### config.mk
export PLATFORM = sky130hd
export DESIGN_NAME = kf8255_port_handshake_flat
export DESIGN_NICKNAME = d
export VERILOG_FILES = /design/src/rtl/kf8255_port_handshake_if.sv /design/src/rtl/kf8255_port_handshake.sv /design/src/flat_wrapper.sv
export SDC_FILE = /design/constraint.sdc
export NUM_CORES = 1
export LEC_CHECK = 0
export CAP_MARGIN = 20
export CORE_UTILIZATION = 39
export CTS_CLUSTER_DIAMETER = 50
export DETAILED_ROUTE_END_ITERATION = 10
export GPL_TIMING_DRIVEN = 1
export PLACE_DENSITY = 0.77
export SLEW_MARGIN = 15
export SYNTH_ARGS = -nofsm -noshare
export SYNTH_HDL_FRONTEND = slang
export SYNTH_SLANG_ARGS = --single-unit
### constraint.sdc
create_clock -name clock -period 1.7 [get_ports clock]
set_input_delay 0.17 -clock clock [delete_from_list [all_inputs] [get_ports clock]]
set_output_delay 0.17 -clock clock [all_outputs]
set_load 0.05 [all_outputs]
### src/rtl/kf8255_port_handshake_if.sv
// Bus/handshake bundle for one KF8255 Mode 1 port sequencer.
// master = CPU/pin side driving the sequencer, slave = the sequencer itself.
interface kf8255_port_handshake_if;
    logic       mode_enable;
    logic       port_io;
    logic [7:0] internal_data_bus;
    logic       write_port;
    logic       read_port;
    logic       inte_write;
    logic       inte_value;
    logic       strobe_n;
    logic       ack_n;
    logic [7:0] port_data_in;
    logic [7:0] input_latch;
    logic [7:0] port_data_out;
    logic       port_out_enable;
    logic       ibf;
    logic       obf_n;
    logic       intr;
    logic       inte;

    modport master (
        output mode_enable, port_io, internal_data_bus, write_port, read_port,
               inte_write, inte_value, strobe_n, ack_n, port_data_in,
        input  input_latch, port_data_out, port_out_enable, ibf, obf_n, intr, inte
    );

    modport slave (
        input  mode_enable, port_io, internal_data_bus, write_port, read_port,
               inte_write, inte_value, strobe_n, ack_n, port_data_in,
        output input_latch, port_data_out, port_out_enable, ibf, obf_n, intr, inte
    );
endinterface

### src/rtl/kf8255_port_handshake.sv
// Mode 1 strobed-handshake sequencer for one 8-bit KF8255 port: owns the data
// latches, IBF/STB# or OBF#/ACK# handshake, INTE and INTR.
module kf8255_port_handshake (
    input logic                    clock,
    input logic                    reset,
    kf8255_port_handshake_if.slave bus
);
    typedef enum logic [2:0] {
        DISABLED,
        IN_EMPTY,
        IN_FULL,
        OUT_EMPTY,
        OUT_FULL
    } state_t;

    state_t     state_q, state_d;
    logic       strobe_q, ack_q;
    logic       ibf_q, ibf_d;
    logic       obf_n_q, obf_n_d;
    logic       intr_q, intr_d;
    logic       inte_q, inte_d;
    logic [7:0] latch_q, latch_d;
    logic [7:0] dout_q, dout_d;

    logic stb_fall, stb_rise, ack_fall, ack_rise, in_dir;

    assign stb_fall = strobe_q & ~bus.strobe_n;
    assign stb_rise = ~strobe_q & bus.strobe_n;
    assign ack_fall = ack_q & ~bus.ack_n;
    assign ack_rise = ~ack_q & bus.ack_n;
    assign in_dir   = (state_q == IN_EMPTY) || (state_q == IN_FULL);

    always_ff @(posedge clock or posedge reset) begin
        if (reset) begin
            state_q  <= DISABLED;
            strobe_q <= 1'b1;
            ack_q    <= 1'b1;
            ibf_q    <= 1'b0;
            obf_n_q  <= 1'b1;
            intr_q   <= 1'b0;
            inte_q   <= 1'b0;
            latch_q  <= 8'h00;
            dout_q   <= 8'h00;
        end else begin
            state_q  <= state_d;
            strobe_q <= bus.strobe_n;
            ack_q    <= bus.ack_n;
            ibf_q    <= ibf_d;
            obf_n_q  <= obf_n_d;
            intr_q   <= intr_d;
            inte_q   <= inte_d;
            latch_q  <= latch_d;
            dout_q   <= dout_d;
        end
    end

    always_comb begin
        state_d = state_q;
        ibf_d   = ibf_q;
        obf_n_d = obf_n_q;
        intr_d  = intr_q;
        inte_d  = inte_q;
        latch_d = latch_q;
        dout_d  = dout_q;

        if (bus.inte_write) inte_d = bus.inte_value;
        // The output latch accepts CPU writes unless the port is a Mode 1 input.
        if (bus.write_port && !(bus.mode_enable && bus.port_io)) dout_d = bus.internal_data_bus;

        if (!bus.mode_enable) begin
            state_d = DISABLED;
            ibf_d   = 1'b0;
            obf_n_d = 1'b1;
            intr_d  = 1'b0;
        end else if (state_q == DISABLED || in_dir != bus.port_io) begin
            state_d = bus.port_io ? IN_EMPTY : OUT_EMPTY;
            ibf_d   = 1'b0;
            obf_n_d = 1'b1;
            intr_d  = 1'b0;
        end else if (in_dir) begin
            if (stb_rise && ibf_q && inte_q) intr_d = 1'b1;
            if (bus.read_port && state_q == IN_FULL) begin
                state_d = IN_EMPTY;
                ibf_d   = 1'b0;
                intr_d  = 1'b0;
            end
            // A strobe overrides a same-cycle read so the new byte is not lost.
            if (stb_fall) begin
                state_d = IN_FULL;
                ibf_d   = 1'b1;
                latch_d = bus.port_data_in;
            end
        end else begin
            if (ack_rise && obf_n_q && inte_q) intr_d = 1'b1;
            if (bus.write_port) begin
                state_d = OUT_FULL;
                obf_n_d = 1'b0;
                intr_d  = 1'b0;
            end else if (ack_fall && state_q == OUT_FULL) begin
                state_d = OUT_EMPTY;
                obf_n_d = 1'b1;
            end
        end

        if (!inte_q) intr_d = 1'b0;
    end

    assign bus.input_latch     = latch_q;
    assign bus.port_data_out   = dout_q;
    assign bus.port_out_enable = bus.mode_enable & ~bus.port_io;
    assign bus.ibf             = ibf_q;
    assign bus.obf_n           = obf_n_q;
    assign bus.intr            = intr_q;
    assign bus.inte            = inte_q;
endmodule

### src/flat_wrapper.sv
// flat-port wrapper written by rule: the top's interface ports become plain ports
module kf8255_port_handshake_flat 
  (clock, reset, bus_mode_enable, bus_port_io, bus_internal_data_bus, bus_write_port, bus_read_port, bus_inte_write, bus_inte_value, bus_strobe_n, bus_ack_n, bus_port_data_in, bus_input_latch, bus_port_data_out, bus_port_out_enable, bus_ibf, bus_obf_n, bus_intr, bus_inte);
  kf8255_port_handshake_if bus_i ();
  input logic clock;
  input logic reset;
  input wire logic [$bits(bus_i.mode_enable)-1:0] bus_mode_enable;
  input wire logic [$bits(bus_i.port_io)-1:0] bus_port_io;
  input wire logic [$bits(bus_i.internal_data_bus)-1:0] bus_internal_data_bus;
  input wire logic [$bits(bus_i.write_port)-1:0] bus_write_port;
  input wire logic [$bits(bus_i.read_port)-1:0] bus_read_port;
  input wire logic [$bits(bus_i.inte_write)-1:0] bus_inte_write;
  input wire logic [$bits(bus_i.inte_value)-1:0] bus_inte_value;
  input wire logic [$bits(bus_i.strobe_n)-1:0] bus_strobe_n;
  input wire logic [$bits(bus_i.ack_n)-1:0] bus_ack_n;
  input wire logic [$bits(bus_i.port_data_in)-1:0] bus_port_data_in;
  output wire logic [$bits(bus_i.input_latch)-1:0] bus_input_latch;
  output wire logic [$bits(bus_i.port_data_out)-1:0] bus_port_data_out;
  output wire logic [$bits(bus_i.port_out_enable)-1:0] bus_port_out_enable;
  output wire logic [$bits(bus_i.ibf)-1:0] bus_ibf;
  output wire logic [$bits(bus_i.obf_n)-1:0] bus_obf_n;
  output wire logic [$bits(bus_i.intr)-1:0] bus_intr;
  output wire logic [$bits(bus_i.inte)-1:0] bus_inte;
  assign bus_i.mode_enable = bus_mode_enable;
  assign bus_i.port_io = bus_port_io;
  assign bus_i.internal_data_bus = bus_internal_data_bus;
  assign bus_i.write_port = bus_write_port;
  assign bus_i.read_port = bus_read_port;
  assign bus_i.inte_write = bus_inte_write;
  assign bus_i.inte_value = bus_inte_value;
  assign bus_i.strobe_n = bus_strobe_n;
  assign bus_i.ack_n = bus_ack_n;
  assign bus_i.port_data_in = bus_port_data_in;
  assign bus_input_latch = bus_i.input_latch;
  assign bus_port_data_out = bus_i.port_data_out;
  assign bus_port_out_enable = bus_i.port_out_enable;
  assign bus_ibf = bus_i.ibf;
  assign bus_obf_n = bus_i.obf_n;
  assign bus_intr = bus_i.intr;
  assign bus_inte = bus_i.inte;
  kf8255_port_handshake u_core (.clock(clock), .reset(reset), .bus(bus_i));
endmodule
Word-level counts from Yosys, hierarchy flattened. Index checks and enable logic that the tools add are counted.

Bits in registers: 25. Logic and storage cells: 75. Bits of input ports: 26.

Multiplexer cells: 26. Eq/ne operators: 12. Reduce and logical (&&, ||, !) cells: 17. Bitwise operators: 11.

Operator list (count): $mux 3 (7); $mux 1 (18); $ne 6x6->1 const B (2); $logic_and 1x1->1 (8); $ne 4x1->1 const B (2); $reduce_and 2->1 (4); $not 1->1 (6); $and 1x1->1 (5); $ne 5x1->1 const B (1); $ne 5x4->1 const B (1); $reduce_and 4->1 (1); $eq 3x1->1 const B (1); $eq 3x2->1 const B (1); $eq 3x3->1 const B (1); $logic_not 3->1 (1); $ne 3x1->1 const B (1); $ne 3x3->1 const B (1); $logic_or 1x1->1 (2); $mux 2 (1); $logic_not 1->1 (1); $ne 1x1->1 (1).

Depth between registers and ports, before layout. Gate-level depths: netlist of the first run.

Word-level depth: 10. Mapped depth: 5.

Worst setup path before layout of the first run. OpenSTA, ideal clock, no wires.

Path type: reg-to-reg. From: register u_core.state_q[1]. To: register u_core.state_q[1]. Slack: -8 ps. Required time: 1575 ps. Data arrival time: 1582 ps. Cell stages (with the launch flop): 6. Setup time: 125 ps. Clock period less this slack: 1708 ps. Path through: dfrtp_1 -> buf_6 -> and3b_1 -> o41ai_4 -> o22a_2 -> mux2_4.

Longest elaborated chain between the ends: 6.

Ends and longest elaborated chain: start: declaration (RTL line kf8255_port_handshake.sv:16) `state_t state_q, state_d;`; start signal: assignment (RTL line kf8255_port_handshake.sv:45) `state_q <= state_d;`; $eq 3x1->1 / $eq 3x2->1 (equally long branches) (RTL line kf8255_port_handshake.sv:31, kf8255_port_handshake.sv:82); $logic_or 1x1->1 (RTL line kf8255_port_handshake.sv:31) `assign in_dir = (state_q == IN_EMPTY) || (state_q == IN_FULL);`; $ne 1x1->1 (RTL line kf8255_port_handshake.sv:75) `end else if (state_q == DISABLED || in_dir != bus.port_io) begin`; $logic_or 1x1->1 (RTL line kf8255_port_handshake.sv:75); $ne 5x4->1 (no source line), or another cell as far along; $reduce_and 2->1 (no source line) / $mux 3 (equally long branches).

Parallel ways exist; a longest one is shown, timed or not. A chain may end at the register's enable or synchronous reset.

Worst setup path in the final report of the first run. Ends and elaborated chain as after synthesis.

==> results of run 1 <==
cells in the mapped netlist, types with 2 or more instances:
master | number | share of area, %
nand4bb_1 | 2 | 1.8
nor4_1 | 2 | 1.0
mux2_2 | 17 | 15
nand2b_1 | 3 | 1.5
buf_4 | 2 | 1.2
a21oi_1 | 4 | 1.6
inv_1 | 3 | 0.90
dfstp_2 | 3 | 6.3
o21ai_0 | 2 | 0.80
nand2_1 | 3 | 0.90
dfrtp_1 | 22 | 44
worst max-delay path by stage:
stage / to / cells after the start
floorplan: u_core.state_q[1] / 5
global placement: u_core.state_q[1] / 5
detailed placement: u_core.state_q[1] / 5
CTS: u_core.bus.input_latch[7] / 6
global route: u_core.bus.input_latch[4] / 6
finish: u_core.state_q[1] / 4
area by class of cell:
class	instances	area, um2	area share (%)
Clock buffer	3	22.52	1.112
Clock inverter	1	5.005	0.2471
Inverter	3	11.26	0.5559
Multi-Input combinational cell	63	605.6	29.90
Sequential cell	25	631.9	31.19
Tap cell	44	55.05	2.718
Timing Repair Buffer	69	694.4	34.28
cell families (layout without fill, tap and decap cells):
family	count (synthesis)	in the layout	share of synthesized area (%)
flip-flops	25	25	50.15
multiplexers	18	18	16.45
XOR/XNOR	2	2	1.994
AO/OA/AOI/OAI	19	19	12.96
AND/OR/NAND/NOR	24	24	14.76
buffers and inverters	8	76	3.688
per-layer routing:
layer  GRT usage [%]  part of all wire (%)  vias to the layer above
met5               0                     0                        -
met4           12.24                   3.0                        0
met3           4.396                   6.2                        8
met2           31.66                    48                       50
met1           23.23                    43                      507
li1                -                     -                      495
power by group through the flow:
stage / combinational [mW] / clock (mW) / sequential [mW]
2_1_floorplan: 0.524 / 0 / 1.31
3_3_place_gp: 1.47 / 0 / 0.885
4_1_cts: 1.51 / 0.272 / 0.887
6_report: 1.60 / 0.260 / 0.889
5_1_grt: 1.68 / 0.296 / 0.913
3_5_place_dp: 1.49 / 0 / 0.899
worst max-delay path: cells and delay by family, from the launching register on:
family           cells  cell delay [ns]
flip-flops           1             0.52
AND/OR/NAND/NOR      1             0.27
AO/OA/AOI/OAI        2             0.57
multiplexers         1             0.30
state kept, by name (all words and copies together), names as in the netlist:
| signal | count |
|---|---|
| u_core.ack_q | 1 |
| u_core.bus.obf_n | 1 |
| u_core.bus.ibf | 1 |
| u_core.bus.port_data_out | 8 |
| u_core.bus.inte | 1 |
| u_core.strobe_q | 1 |
| u_core.bus.intr | 1 |
| u_core.state_q | 3 |
| u_core.bus.input_latch | 8 |
metrics by stage:
stage	worst slack, ns	area [um2]
2_1_floorplan	0.01006	1255
3_3_place_gp	-0.2002	1893
3_5_place_dp	-0.2655	1893
4_1_cts	-0.03888	1942
5_1_grt	-0.1108	2026
6_report	-0.05309	2026
timing repair:
action                     4_1_cts  5_1_grt
pin swaps                        5        3
setup endpoints to repair       14       25
setup buffers                    3        1
resized for setup                7       18
==> metrics, run 1 <==
antenna violations before repair=0; status=complete, but fails checks; # Max-Cap Violations=0; final WL=about 3000 um; worst reg2reg path depth=4; CP Data Required Time=1.92 ns; Setup Viol. Count Final=9; RD Place Congestion=0.8288; crit path DAT=1.97 ns; vias in the first global route=about 1100; full die area=~3400 um2; Final Hold Fails=0; initial drt markers=29; CTS tree=built; Rel. slew slack=between 60% and 70%; Setup crit start=u_core.state_q[1]; GRT overflow=0; All-Layer GR Usage=between 10% and 20%; Net Count, Synth=122; Die Span Y=~59 um; Post-Place Cells=200; layout cells sized above 1=39.63%; switching power=1.180 mW; Initial Utilization=41.11%; IO Port Bufs=46; Via Count=~1100; most common cell after layout, fill and taps aside=clkdlybuf4s50_1; CP Cell Sequence=and3b_2 > o41ai_4 > o22a_2 > mux2_4; Hold Path Class=input pin to asynchronous set/reset pin; R2R setup slack=-0.05 ns; cts-stage hold buffer count=0; FP Rows=20; clk_lat worst skew=0.32 ns; Top FF cell, synth=dfrtp_1; EDFF count, synth=0; Yosys reg bits=25; first-pass GRT wire length=4912 um; clk sink count=25; slowest stage delay, CP=roughly 0.52 ns; CTS Buffer Depth=2; sw frac=42.94%; root buf cell=clkbuf_4; sequential power share=about a third; crit-path max FO=8; TritonCTS Buffers=3; Final Slew Violations=0; Max rail drop VDD=0.001169 V; diode count=0; combinational cell fraction of total power=between 50% and 60%; pin slew with the least headroom to its limit=0.5128 ns; utilization after layout=between 60 and 70%; nets=about 190; most frequent cells in the layout=clkdlybuf4s50_1, buf_4, dfrtp_1, mux2_2, dlymetal6s2s_1; startpoint types=flop; Clock transition at path regs=~0.13 ns; Pint=1.567 mW; critical path class=flop to flop; dpl hpwl=2321 um; largest net degree at the start of global routing=15; clock power share=9.5%; post-DR vias/cell=5.096; Synth Area per Inst=13.07 um2; Final Power=around 2.7 mW; r2r startpoint=u_core.state_q[1]; Fmax=roughly 570 MHz; Lkg Pwr=1.002 nW; Final min period=1.753 ns; die width=58.73 um; Fin Setup TNS=-0.3014 ns; failing checks=negative setup slack; DRT antenna net count=0; drt first pass iters=4; Area Growth Syn to Fin=61.42%; H-tree depth=1; final hold slack=0.1294 ns; R2R Path End=u_core.state_q[1]; RSZ-0062 raised after global routing=yes; drt wl/cell=14.59 um; Power Dens Cells=1356 nW/um2; Filler cells=244; Fin Clk Skew=0.001480 ns; Setup WS post-layout=-0.05309 ns; Core Area=3053 um2; Critical Path End Type=flop; slowest CP cell=dfrtp_2; warning count from the yosys run=0; Post-Layout Cell Count=208; IO Pins=between 40 and 50; drt drc=0; Cells after Synth=96; Netlist cell types=44; Mapped Area=1255 um2; Seq/Total Area, Yosys=50.15%; fin crit share=103.1%; Async SR Flop Fraction=between 90% and 100%
No activity file was read; power rests on OpenSTA's default activity.
==> run 2, diff against run 1 <==
--- a/config.mk
+++ b/config.mk
@@ -11,6 +11,8 @@
 export DETAILED_ROUTE_END_ITERATION = 10
 export GPL_TIMING_DRIVEN = 1
 export PLACE_DENSITY = 0.77
+export RECOVER_POWER = 100
+export REMOVE_ABC_BUFFERS = 1
 export SLEW_MARGIN = 15
 export SYNTH_ARGS = -nofsm -noshare
 export SYNTH_HDL_FRONTEND = slang
==> run 2 against run 1 <==
  * Flip-flop and latch count is the same
  * Combinational power shrank 3%
  * First-iteration DRC count shrank 3.4%
  * Non-clock buffer count shrank 2
  * The flow still finishes with violations (negative setup slack)
  * Clock skew is essentially flat
  * Critical endpoint is now u_core.bus.input_latch[5]
  * Setup slack gained 0.043 ns
==> metrics, run 2 (synthesized netlist as in run 1, its figures left out) <==
status=complete, but fails checks; failing checks=negative setup slack; most common cell after layout, fill and taps aside=clkdlybuf4s50_1; Fin Clk Skew=0.001938 ns; DRT antenna net count=0; GRT overflow=0; cts-stage hold buffer count=0; initial drt markers=28; fin crit share=100.6%; Area Growth Syn to Fin=50.55%; switching power=1.195 mW; Fmax=584.9 MHz; vias in the first global route=1054; # Max-Cap Violations=0; clk_lat worst skew=about 0.31 ns; crit path DAT=1.92 ns; antenna violations before repair=0; sw frac=44.10%; clk sink count=25; r2r startpoint=u_core.state_q[1]; Via Count=1046; most frequent cells in the layout=clkdlybuf4s50_1, clkbuf_1, dfrtp_1, buf_4; CTS tree=built; FP Rows=20; first-pass GRT wire length=4788 um; layout cells sized above 1=35.19%; CP Data Required Time=around 1.9 ns; clock power share=9.6%; RD Place Congestion=roughly 0.82; crit-path max FO=8; root buf cell=clkbuf_4; Final min period=1.710 ns; All-Layer GR Usage=18.36%; Fin Setup TNS=-0.009673 ns; startpoint types=flop; Critical Path End Type=flop; utilization after layout=roughly three fifths; Clock transition at path regs=about 0.13 ns; Hold Path Class=input pin to asynchronous set/reset pin; die width=~60 um; drt wl/cell=approximately 15 um; Max rail drop VDD=0.0008982 V; final WL=just over 3000 um; combinational cell fraction of total power=~58%; largest net degree at the start of global routing=18; Rel. slew slack=42.75%; Pint=1.514 mW; H-tree depth=1; final hold slack=0.2364 ns; sequential power share=32.7%; nets=189; IO Port Bufs=between 40 and 50; Final Slew Violations=0; drt first pass iters=4; Core Area=3053 um2; IO Pins=47; Final Power=2.709 mW; RSZ-0062 raised after global routing=yes; critical path class=flop to flop; Initial Utilization=approximately 41%; Setup WS post-layout=-0.009673 ns; Setup Viol. Count Final=1; post-DR vias/cell=5.078; full die area=3449 um2; dpl hpwl=2216 um; Die Span Y=58.73 um; drt drc=0; Lkg Pwr=0.7933 nW; TritonCTS Buffers=3; pin slew with the least headroom to its limit=0.8587 ns; Power Dens Cells=1434 nW/um2; diode count=0; Filler cells=270; CTS Buffer Depth=2; Final Hold Fails=0; Setup crit start=u_core.state_q[1]
==> run 2: cell count changes in the layout (fill, tap and decap cells not counted), sizes merged <==
cell and change:
dlymetal6s2s -14, clkinv -1, buf -9, dlygate4sd2 -2, dlygate4sd3 +2, clkbuf +23, clkdlybuf4s50 -1
==> run 2: repair_timing <==
item / in CTS / in global routing
gates resized for setup: 5 / 31
buffers inserted: 1 / 3
pin swaps: 3 / 3
setup endpoints to repair: 2 / 26
==> run 2: metal layers <==
| layer | wire [um] | up-vias | share of wire (%) | global-route usage, % |
|---|---|---|---|---|
| li1 | - | 493 | - | - |
| met1 | 1332 | 528 | 44 | 24.47 |
| met2 | 1584 | 23 | 52 | 30.03 |
| met3 | 76 | 2 | 2.5 | 2.198 |
| met4 | 27 | 0 | 0.89 | 8.163 |
| met5 | 0 | - | 0 | 0 |
==> run 2: area by class of cell <==
type / count / area (um2) / share of cell area (%)
multi-input cells: 63 / 643.1 / 34.04
repair buffers: 67 / 520.5 / 27.55
clock buffers: 4 / 26.28 / 1.391
well taps: 44 / 55.05 / 2.914
flip-flops and latches: 25 / 633.1 / 33.51
inverters: 3 / 11.26 / 0.5960
==> run 2: power by group through the flow <==
stage | clock network, mW | logic, mW | registers, mW
2_1_floorplan | 0 | 0.441 | 1.35
3_3_place_gp | 0 | 1.44 | 0.879
3_5_place_dp | 0 | 1.46 | 0.892
4_1_cts | 0.266 | 1.50 | 0.885
5_1_grt | 0.287 | 1.64 | 0.908
6_report | 0.260 | 1.56 | 0.886
==> run 2: path summary, 6_finish.rpt <==
path	cells past startpoint	slack [ns]	to
setup reg to reg	6	-0.01	u_core.bus.input_latch[5]
setup / recovery	6	-0.01	u_core.bus.input_latch[5]
hold reg to reg	1	0.53	u_core.bus.ibf
min in group clock	2	0.42	u_core.strobe_q
max in group asynchronous	3	0.33	u_core.state_q[1]
hold / removal	2	0.24	u_core.bus.port_data_out[2]
==> run 2: stage by stage <==
| stage | setup WS, ns | cell area [um2] | std cells |
|---|---|---|---|
| after floorplan | -0.02949 | 1220 | 91 |
| after global placement | -0.1880 | 1881 | 198 |
| after detailed placement | -0.2236 | 1881 | 198 |
| after CTS | 0.002987 | 1928 | 203 |
| after global routing | -0.06053 | 1889 | 206 |
| final | -0.009673 | 1889 | 206 |
==> run 2: critical path: stages, from the launching register on <==
cell	delay, ns
dfrtp_2	0.50
buf_12	0.15
xor2_4	0.20
nand2_2	0.12
nor3_4	0.17
buf_6	0.16
mux2_4	0.30
==> run 3, diff against run 2 <==
--- a/config.mk
+++ b/config.mk
@@ -10,10 +10,11 @@
 export CTS_CLUSTER_DIAMETER = 50
 export DETAILED_ROUTE_END_ITERATION = 10
 export GPL_TIMING_DRIVEN = 1
+export HOLD_SLACK_MARGIN = 0.1
 export PLACE_DENSITY = 0.77
 export RECOVER_POWER = 100
 export REMOVE_ABC_BUFFERS = 1
-export SLEW_MARGIN = 15
+export SLEW_MARGIN = 20
 export SYNTH_ARGS = -nofsm -noshare
 export SYNTH_HDL_FRONTEND = slang
 export SYNTH_SLANG_ARGS = --single-unit
==> results of run 3 <==
Same layout as run 2: the final DEF is identical, and so are final timing and power.
